**src/rtl/mire_pkg.sv**
```systemverilog
// Shared constants, colour table and FSM state type for the mire pattern master.
package mire_pkg;

  localparam logic [31:0] WHITE   = 32'h00FFFFFF;
  localparam logic [31:0] BLACK   = 32'h00000000;
  localparam logic [31:0] YELLOW  = 32'h00FFFF00;
  localparam logic [31:0] CYAN    = 32'h0000FFFF;
  localparam logic [31:0] GREEN   = 32'h0000FF00;
  localparam logic [31:0] MAGENTA = 32'h00FF00FF;
  localparam logic [31:0] RED     = 32'h00FF0000;
  localparam logic [31:0] BLUE    = 32'h000000FF;

  localparam int unsigned GRID_PERIOD = 16;

  typedef enum logic {
    IDLE  = 1'b0,
    WRITE = 1'b1
  } mire_state_t;

  function automatic logic [31:0] bar_color(input logic [2:0] idx);
    logic [31:0] c;
    case (idx)
      3'd0:    c = WHITE;
      3'd1:    c = YELLOW;
      3'd2:    c = CYAN;
      3'd3:    c = GREEN;
      3'd4:    c = MAGENTA;
      3'd5:    c = RED;
      3'd6:    c = BLUE;
      default: c = BLACK;
    endcase
    return c;
  endfunction

endpackage

```
**src/rtl/wshb_if.sv**
```systemverilog
// Wishbone bus bundle shared by the mire writer, the VGA reader and the interconnect.
interface wshb_if (
  input logic clk,
  input logic rst
);
  logic        cyc;
  logic        stb;
  logic        we;
  logic [31:0] adr;
  logic [3:0]  sel;
  logic [31:0] dat_ms;
  logic [31:0] dat_sm;
  logic [2:0]  cti;
  logic [1:0]  bte;
  logic        ack;
  logic        err;
  logic        rty;

  modport master (
    input  clk, rst, ack, dat_sm, err, rty,
    output cyc, stb, we, adr, sel, dat_ms, cti, bte
  );

  modport slave (
    input  clk, rst, cyc, stb, we, adr, sel, dat_ms, cti, bte,
    output ack, dat_sm, err, rty
  );
endinterface

```
**src/rtl/mire_pos_counter.sv**
```systemverilog
// Raster position (x, y) and incrementally maintained byte address of the current pixel.
module mire_pos_counter
  #(
    parameter int unsigned HDISP = 800,
    parameter int unsigned VDISP = 480,
    localparam int unsigned XW   = $clog2(HDISP),
    localparam int unsigned YW   = $clog2(VDISP)
  )
  (
    input  logic          clk,
    input  logic          rst,
    input  logic          adv,
    output logic [XW-1:0] x,
    output logic [YW-1:0] y,
    output logic [31:0]   adr,
    output logic          frame_end
  );

  logic [XW-1:0] x_q, x_d;
  logic [YW-1:0] y_q, y_d;
  logic [31:0]   adr_q, adr_d;
  logic          line_end;

  assign line_end  = (x_q == XW'(HDISP - 1));
  assign frame_end = line_end && (y_q == YW'(VDISP - 1));

  always_comb begin
    x_d   = x_q;
    y_d   = y_q;
    adr_d = adr_q;
    if (adv) begin
      if (frame_end) begin
        x_d   = '0;
        y_d   = '0;
        adr_d = '0;
      end else if (line_end) begin
        x_d   = '0;
        y_d   = y_q + YW'(1);
        adr_d = adr_q + 32'd4;
      end else begin
        x_d   = x_q + XW'(1);
        adr_d = adr_q + 32'd4;
      end
    end
  end

  always_ff @(posedge clk or posedge rst) begin
    if (rst) begin
      x_q   <= '0;
      y_q   <= '0;
      adr_q <= '0;
    end else begin
      x_q   <= x_d;
      y_q   <= y_d;
      adr_q <= adr_d;
    end
  end

  assign x   = x_q;
  assign y   = y_q;
  assign adr = adr_q;

endmodule

```
**src/rtl/wshb_mire.sv**
```systemverilog
// Wishbone master streaming a test pattern into the framebuffer, releasing cyc every BURST_MAX acks.
// Define MIRE_COLORBAR_EN for 8 vertical colour bars instead of the 16-pixel grid.
module wshb_mire
  import mire_pkg::*;
  #(
    parameter int unsigned HDISP     = 800,
    parameter int unsigned VDISP     = 480,
    parameter int unsigned BURST_MAX = 64
  )
  (
    input logic     clk,
    input logic     rst,
    wshb_if.master  wshb_ifm
  );

  localparam int unsigned XW = $clog2(HDISP);
  localparam int unsigned YW = $clog2(VDISP);
  localparam int unsigned GB = $clog2(GRID_PERIOD);

  mire_state_t   state_q, state_d;
  logic [8:0]    burst_q, burst_d;
  logic          adv;
  logic [XW-1:0] x;
  logic [YW-1:0] y;
  logic [31:0]   adr;
  logic          frame_end;
  logic [31:0]   pixel;

  assign adv = (state_q == WRITE) && wshb_ifm.ack;

  mire_pos_counter #(
    .HDISP (HDISP),
    .VDISP (VDISP)
  ) u_pos (
    .clk       (clk),
    .rst       (rst),
    .adv       (adv),
    .x         (x),
    .y         (y),
    .adr       (adr),
    .frame_end (frame_end)
  );

  always_comb begin
    state_d = state_q;
    burst_d = burst_q;
    case (state_q)
      IDLE: state_d = WRITE;
      WRITE: begin
        if (wshb_ifm.ack) begin
          if (burst_q == 9'(BURST_MAX - 1)) begin
            burst_d = '0;
            state_d = IDLE;
          end else begin
            burst_d = burst_q + 9'd1;
          end
        end
      end
      default: state_d = IDLE;
    endcase
  end

  always_ff @(posedge clk or posedge rst) begin
    if (rst) begin
      state_q <= IDLE;
      burst_q <= '0;
    end else begin
      state_q <= state_d;
      burst_q <= burst_d;
    end
  end

`ifdef MIRE_COLORBAR_EN
  localparam int unsigned BAR_W = HDISP / 8;
  localparam int unsigned BW    = $clog2(BAR_W + 1);

  logic [BW-1:0] bar_sub_q, bar_sub_d;
  logic [2:0]    bar_idx_q, bar_idx_d;

  // Bar index tracks x with its own sub-counter so no divide by HDISP/8 is needed.
  always_comb begin
    bar_sub_d = bar_sub_q;
    bar_idx_d = bar_idx_q;
    if (adv) begin
      if (x == XW'(HDISP - 1)) begin
        bar_sub_d = '0;
        bar_idx_d = '0;
      end else if (bar_sub_q == BW'(BAR_W - 1)) begin
        bar_sub_d = '0;
        bar_idx_d = bar_idx_q + 3'd1;
      end else begin
        bar_sub_d = bar_sub_q + BW'(1);
      end
    end
  end

  always_ff @(posedge clk or posedge rst) begin
    if (rst) begin
      bar_sub_q <= '0;
      bar_idx_q <= '0;
    end else begin
      bar_sub_q <= bar_sub_d;
      bar_idx_q <= bar_idx_d;
    end
  end

  assign pixel = bar_color(bar_idx_q);
`else
  logic [GB-1:0] x_lo;
  logic [GB-1:0] y_lo;

  assign x_lo  = GB'(x);
  assign y_lo  = GB'(y);
  assign pixel = ((x_lo == '0) || (y_lo == '0)) ? WHITE : BLACK;
`endif

  assign wshb_ifm.cyc    = (state_q == WRITE);
  assign wshb_ifm.stb    = (state_q == WRITE);
  assign wshb_ifm.we     = 1'b1;
  assign wshb_ifm.sel    = 4'hF;
  assign wshb_ifm.cti    = '0;
  assign wshb_ifm.bte    = '0;
  assign wshb_ifm.adr    = adr;
  assign wshb_ifm.dat_ms = pixel;

  logic unused_sink;
  assign unused_sink = ^{wshb_ifm.dat_sm, wshb_ifm.err, wshb_ifm.rty,
                         wshb_ifm.clk, wshb_ifm.rst, frame_end, x, y};

endmodule

```
**src/flat_wrapper.sv**
```systemverilog
// flat-port wrapper written by rule: the top's interface ports become plain ports
module wshb_mire_flat import mire_pkg::*;
#(
    parameter int unsigned HDISP     = 800,
    parameter int unsigned VDISP     = 480,
    parameter int unsigned BURST_MAX = 64
  )
  (clk, rst, wshb_ifm_ack, wshb_ifm_dat_sm, wshb_ifm_err, wshb_ifm_rty, wshb_ifm_cyc, wshb_ifm_stb, wshb_ifm_we, wshb_ifm_adr, wshb_ifm_sel, wshb_ifm_dat_ms, wshb_ifm_cti, wshb_ifm_bte);
  wshb_if wshb_ifm_i (.clk(clk), .rst(rst));
  input logic clk;
  input logic rst;
  input wire logic [$bits(wshb_ifm_i.ack)-1:0] wshb_ifm_ack;
  input wire logic [$bits(wshb_ifm_i.dat_sm)-1:0] wshb_ifm_dat_sm;
  input wire logic [$bits(wshb_ifm_i.err)-1:0] wshb_ifm_err;
  input wire logic [$bits(wshb_ifm_i.rty)-1:0] wshb_ifm_rty;
  output wire logic [$bits(wshb_ifm_i.cyc)-1:0] wshb_ifm_cyc;
  output wire logic [$bits(wshb_ifm_i.stb)-1:0] wshb_ifm_stb;
  output wire logic [$bits(wshb_ifm_i.we)-1:0] wshb_ifm_we;
  output wire logic [$bits(wshb_ifm_i.adr)-1:0] wshb_ifm_adr;
  output wire logic [$bits(wshb_ifm_i.sel)-1:0] wshb_ifm_sel;
  output wire logic [$bits(wshb_ifm_i.dat_ms)-1:0] wshb_ifm_dat_ms;
  output wire logic [$bits(wshb_ifm_i.cti)-1:0] wshb_ifm_cti;
  output wire logic [$bits(wshb_ifm_i.bte)-1:0] wshb_ifm_bte;
  assign wshb_ifm_i.ack = wshb_ifm_ack;
  assign wshb_ifm_i.dat_sm = wshb_ifm_dat_sm;
  assign wshb_ifm_i.err = wshb_ifm_err;
  assign wshb_ifm_i.rty = wshb_ifm_rty;
  assign wshb_ifm_cyc = wshb_ifm_i.cyc;
  assign wshb_ifm_stb = wshb_ifm_i.stb;
  assign wshb_ifm_we = wshb_ifm_i.we;
  assign wshb_ifm_adr = wshb_ifm_i.adr;
  assign wshb_ifm_sel = wshb_ifm_i.sel;
  assign wshb_ifm_dat_ms = wshb_ifm_i.dat_ms;
  assign wshb_ifm_cti = wshb_ifm_i.cti;
  assign wshb_ifm_bte = wshb_ifm_i.bte;
  wshb_mire #(.HDISP(HDISP), .VDISP(VDISP), .BURST_MAX(BURST_MAX)) u_core (.clk(clk), .rst(rst), .wshb_ifm(wshb_ifm_i));
endmodule
```
**config.mk**
```make
export PLATFORM = sky130hd
export DESIGN_NAME = wshb_mire_flat
export DESIGN_NICKNAME = d
export VERILOG_FILES = /design/src/rtl/mire_pkg.sv /design/src/rtl/wshb_if.sv /design/src/rtl/mire_pos_counter.sv /design/src/rtl/wshb_mire.sv /design/src/flat_wrapper.sv
export SDC_FILE = /design/constraint.sdc
export NUM_CORES = 1
export LEC_CHECK = 0
export CAP_MARGIN = 20
export CORE_UTILIZATION = 46
export CTS_CLUSTER_DIAMETER = 30
export DETAILED_ROUTE_END_ITERATION = 10
export GPL_TIMING_DRIVEN = 0
export PLACE_DENSITY = 0.82
export SYNTH_ARGS = -nofsm -noshare
export SYNTH_HDL_FRONTEND = slang
export SYNTH_SLANG_ARGS = --single-unit
```
**constraint.sdc**
```tcl
create_clock -name clk -period 2.8 [get_ports clk]
set_clock_uncertainty 0.2 [all_clocks]
set_input_delay 0.42 -clock clk [delete_from_list [all_inputs] [get_ports clk]]
set_output_delay 0.42 -clock clk [all_outputs]
set_load 0.05 [all_outputs]
```
* Word-level counts from Yosys, hierarchy flattened
Index checks and enable logic that the tools add are counted.
** Storage, ports and cells
- Bits of input ports :: 37
- Output and inout bits :: 76
- Logic and storage cells :: 31
- Register bits :: 61
** Cells by class
- $add $sub $neg :: 4
- Eq/ne operators :: 3
- Reduce and logical (&&, ||, !) cells :: 8
- Multiplexer cells :: 10
- Bitwise gates (word level) :: 1
** Operator list (number)
- 32-bit by 3-bit adder with 32-bit output (second input constant) :: 1
- 32-bit two-way mux :: 1
- 9-bit two-way mux :: 3
- 24-bit two-way mux :: 1
- 10-bit two-way mux :: 2
- 9-bit by 1-bit adder with 9-bit output (second input constant) :: 2
- 10-bit by 1-bit adder with 10-bit output (second input constant) :: 1
- 10-bit == test (second input constant) :: 1
- 9-bit by 6-bit == test with 1-bit output (second input constant) :: 1
- 9-bit == test (second input constant) :: 1
- 4-bit zero test :: 2
- 2-bit AND reduction :: 2
- 1-bit logical AND :: 2
- 1-bit two-way mux :: 2
- 1-bit one-hot mux with 2 select lines :: 1
- 2-bit nonzero test :: 1
- 1-bit logical OR :: 1
- 1-bit inverter :: 1

* Longest topological paths before layout
- Depth after elaboration :: 4
- Gate-level depth with buffers :: 7

* Modules after synthesis
From an unflattened synthesis, not the netlist that was laid out.
** Unflattened totals
- Cell total of the unflattened synthesis :: 357
- Area, all modules :: 3364.5 um^2
** By module, submodules not included
- mire_pos_counter :: instances 1, area an instance 2549.9 um^2, seq. area each 1226.2 um^2, cells an instance 264
- wshb_mire :: instances 1, area an instance 814.5 um^2, seq. area each 250.2 um^2, cells an instance 93

* Least setup slack after synthesis
No wires, ideal clock.
- Kind :: reg2reg
- From :: register u_core.u_pos.adr_q[15] (netlist: u_core.u_pos.adr[15])
- To :: register u_core.u_pos.adr_q[29] (netlist: u_core.u_pos.adr[29])
- Cell stages (with the launch flop) :: 6
- Required time :: 2.523 ns
- Period minus slack after synthesis :: 2.397 ns
- Setup time :: 0.077 ns
- Arrival :: 2.120 ns
- Slack :: 0.403 ns
- Cells stage by stage :: dfrtp_1 nand4_2 or4_1 buf_2 or4_1 a21oi_1
** Between the ends
- Longest elaborated chain between the ends :: 2
** RTL lines
- start: declaration :: RTL line mire_pos_counter.sv:21 : logic [31:0] adr_q, adr_d;
- start signal: assignment :: RTL line mire_pos_counter.sv:55 : adr_q <= adr_d;
- 32-bit by 3-bit adder with 32-bit output :: RTL line mire_pos_counter.sv:39, mire_pos_counter.sv:42
- 32-bit two-way mux :: RTL line mire_pos_counter.sv:32 : if (frame_end) begin
No other way between the ends.
A chain may end at the register's enable or synchronous reset.

* Worst setup path in the final report
- From :: register u_core.u_pos.y_q[0] (netlist: u_core.u_pos.y[0])
- To :: output wshb_ifm_dat_ms[3]
** Between the ends
- Longest elaborated chain between the ends :: 3
** RTL lines
- start: declaration :: RTL line mire_pos_counter.sv:20 : logic [YW-1:0] y_q, y_d;
- start signal: assignment :: RTL line mire_pos_counter.sv:54 : y_q <= y_d;
- 4-bit zero test :: RTL line wshb_mire.sv:114 : assign pixel = ((x_lo == '0) || (y_lo == '0)) ? WHITE : BLACK;
- 1-bit logical OR :: RTL line wshb_mire.sv:114
- 24-bit two-way mux :: RTL line wshb_mire.sv:114
- end: declaration :: RTL line flat_wrapper.sv:21 : output wire logic [$bits(wshb_ifm_i.dat_ms)-1:0] wshb_ifm_dat_ms;
No other way between the ends.

==> impl_results.md <==
- Status: completed
- Area share of the leading cell type in the synthesized netlist: 0.438
- Final sum of negative setup slack: 0 ns
- Clock period minus worst slack: 2.57 ns
- Overall Global Routing Usage: 0.198
- Slowest stage cell, crit path: sky130_fd_sc_hd__clkdlybuf4s15_1
- Core ar.: 0.00694 sq mm
- Area share of and/or/nand/nor cells after synthesis: 0.226
- Layout overhead on the synthesized area: 27.0%
- Post-synthesis instance total: 357
- Gate family responsible for the most delay along the worst path: buffers and inverters
- RSZ-0062 raised after global routing: false
- Most area-hungry cell type in the Yosys netlist: sky130_fd_sc_hd__dfrtp_1
- Multiplexer share of the synthesized area: 0.00928
- Utilization after layout: 0.616
- Cell breakdown of the critical path: inv_1, ha_1, a22o_4, buf_4, clkdlybuf4s15_1
- Most area-consuming cells after synthesis: sky130_fd_sc_hd__dfrtp_1, sky130_fd_sc_hd__buf_4, sky130_fd_sc_hd__xor2_1, sky130_fd_sc_hd__nand2_1, sky130_fd_sc_hd__or4_1
- Worst IR drop on VDD: 0.000427 V
- Fraction of final layout cells sized beyond drive strength 1: 0.211
- Sum of overflow across all layers after global routing: 0
- Mean routed wirelength per cell: 13.0 microns
- # fillers: 578
- Via count of the first global-routing pass: 2705
- Number of enable-type register cells in the synthesized netlist: 0
- Setup WS post-layout: 0.233 ns
- Async set or reset register ratio after synthesis: 1.00
- Combinational family with the most area after synthesis: simple AND/OR/NAND/NOR gates
- Most common cell after layout, fill and taps aside: sky130_fd_sc_hd__dfrtp_1
- Largest stage delay, worst path: 0.43 ns
- Vias per cell: 5.26
- Worst hold margin: 0.227 ns
- Number of buffers added to fix hold violations after cts: 0
- Post-Synth XOR/XNOR Area: 0.0650
- Sequential element share of the synthesized area: 0.438
- Vias: 2872
- Clock Sink Count: 59
- Pin count of the biggest net entering global routing: 38
- Clock slew seen by the registers of the worst setup and hold paths: 0.07 ns
- Mapped cell area: 0.00337 sq mm
- Mean area per synthesized cell: 9.44 sq um
- Number of buffers inserted during clock tree synthesis: 9
- Clock tree from TritonCTS: built
- IO Pins: 113
- Share of the cycle needed by the critical path after routing: 0.917
- Count of yosys warnings during synthesis: 0
- Pre-antenna DRT Iters: 4
- Die width: 87.6 microns
- Type of the worst min-delay path: in2async
- Number of buffers inserted by post-CTS setup repair: 0
- Area enclosed by the die boundary: 0.00767 sq mm
- Worst path buffer plus inverter count: 3
- Endpoint kind of the worst setup timing path: output port
- Transition at the pin with the smallest max-transition slack: 0.526 ns
- Final setup vio count: 0
- Total half-perimeter wirelength after legalization and detailed placement: 5100 microns
- Number of distinct library cell variants in the gate-level netlist after synthesis: 39
- Post-route antenna net violation count: 0
- Final-report hold violation count: 0
- Initial Util: 0.485
- Final slew viol count: 0
- Type of the setup path with the least slack: reg2out
- Number of nets at the end of the flow: 488
- Normalized max-slew margin: 0.649
- FP Rows: 30
- Max-capacitance violation count: 0
- DRC: 0
- Root Driver: sky130_fd_sc_hd__clkbuf_8
- FF+latch count, synth: 59
- Commonest cells after routing, fill and taps aside: sky130_fd_sc_hd__dfrtp_1, sky130_fd_sc_hd__buf_4, sky130_fd_sc_hd__clkdlybuf4s50_1
- Detailed-route wire length: 7120 microns
- Number of antenna violations at the first check in global routing: 0
- First-pass GRT wire length: 11900 microns
- Max FO, Critical Path: 24
- Leak: 1.96 nW
- Iteration-0 DRC count of the detailed router: 110
- Synthesized-area fraction occupied by adder cells: 0.0223
- Total power density per cell area: 725 mW/mm^2
- Number of I/O port buffers: 58
- Endpoint required time on the critical path: 2.18 ns
- Data arrival time of the critical path: 1.95 ns
- Max H-tree Level: 3
- Type of element launching the critical path: register
- Max clock buf depth: 2
- Clock network latency to the later pin of the worst-skew pair: 0.35 ns
- Area fraction in compound gates after synthesis: 0.105
- Setup WS pre-CTS: -0.137 ns
- Vertical die dimension: 87.6 microns
- Antenna Diode Count: 0
- Placer Congestion: 0.817
- Flip-flop cell with the highest count after synthesis: sky130_fd_sc_hd__dfrtp_1
- Top achievable clock speed: 0.390 GHz
## what timing repair did
item                                    4_1_cts  5_1_grt
resized for setup                            25       45
endpoints found under the setup margin       24       23
endpoints found under the hold margin         0        0
## path summary, 6_finish.rpt
kind,from,cells past startpoint,slack (ns),endpoint
max reg2reg,u_core.u_pos.adr[2],6,0.41,u_core.u_pos.adr[16]
min reg2reg,u_core.burst_q[4],1,0.30,u_core.burst_q[4]
max in group asynchronous,rst,3,1.58,u_core.burst_q[1]
max,u_core.u_pos.y[0],5,0.23,wshb_ifm_dat_ms[3]
min in group clk,u_core.burst_q[4],1,0.30,u_core.burst_q[4]
min,rst,2,0.23,u_core.u_pos.adr[27]
## metrics by stage
step	power (W)	area, sq um	instances
6_report	0.00310	4280	546
5_1_grt	0.00324	4280	546
4_1_cts	0.00314	4350	546
3_5_place_dp	0.00235	4160	530
3_3_place_gp	0.00232	4140	529
2_1_floorplan	0.00200	3440	375
## routing by layer
layer / global-route usage / routed length [microns] / vias up
li1: - / - / 1391
met1: 0.226 / 2930 / 1393
met2: 0.355 / 3760 / 76
met3: 0.0688 / 374 / 12
met4: 0.0507 / 55 / 0
met5: 0 / 0 / -
## kinds of logic (layout without fill, tap and decap cells)
group / count (synthesis) / count (layout)
and+or+nand+nor: 136 / 136
buffers and inverters: 68 / 143
DFF: 59 / 59
AOI/OAI and AO/OA: 58 / 58
xor gates and xnor gates: 25 / 25
adders and majority gates: 6 / 6
muxes: 3 / 3
other: 2 / 20
## synthesized netlist by cell type (4+ instances only)
cell	count
sky130_fd_sc_hd__o21ai_0	17
sky130_fd_sc_hd__o31ai_1	13
sky130_fd_sc_hd__xor2_1	14
sky130_fd_sc_hd__inv_1	10
sky130_fd_sc_hd__and2_1	4
sky130_fd_sc_hd__nor4_1	4
sky130_fd_sc_hd__clkbuf_1	7
sky130_fd_sc_hd__nand4_1	16
sky130_fd_sc_hd__a21oi_1	19
sky130_fd_sc_hd__nand2_1	31
sky130_fd_sc_hd__ha_1	6
sky130_fd_sc_hd__buf_4	45
sky130_fd_sc_hd__nand3_1	18
sky130_fd_sc_hd__and3_1	4
sky130_fd_sc_hd__xnor2_1	11
sky130_fd_sc_hd__or4_1	14
sky130_fd_sc_hd__buf_2	4
sky130_fd_sc_hd__or3_1	8
sky130_fd_sc_hd__dfrtp_1	59
sky130_fd_sc_hd__and4_1	9
sky130_fd_sc_hd__nor2_1	20
## flip-flops by register name (all words and copies together), names as in the netlist
signal and flops:
u_core.wshb_ifm.cyc 1, u_core.u_pos.y 9, u_core.burst_q 9, u_core.u_pos.x 10, u_core.u_pos.adr 30
## report_power, final
part,internal [W],total [W],switching [W]
Clock,0.000526,0.000864,0.000337
Combinational,0.000367,0.00114,0.000772
Sequential,0.000958,0.00110,0.000142
## area by class of cell
cell class / instances / area, sq um / share of cell area
Timing Repair Buffer: 59 / 494 / 0.115
Clock buffer: 12 / 145 / 0.0339
Multi-Input combinational cell: 248 / 1530 / 0.356
Sequential cell: 59 / 1480 / 0.345
Buffer: 58 / 407 / 0.0950
Inverter: 10 / 37.5 / 0.00877
Tap cell: 96 / 120 / 0.0281
Clock inverter: 4 / 73.8 / 0.0173
No activity file was read; power rests on OpenSTA's default activity.
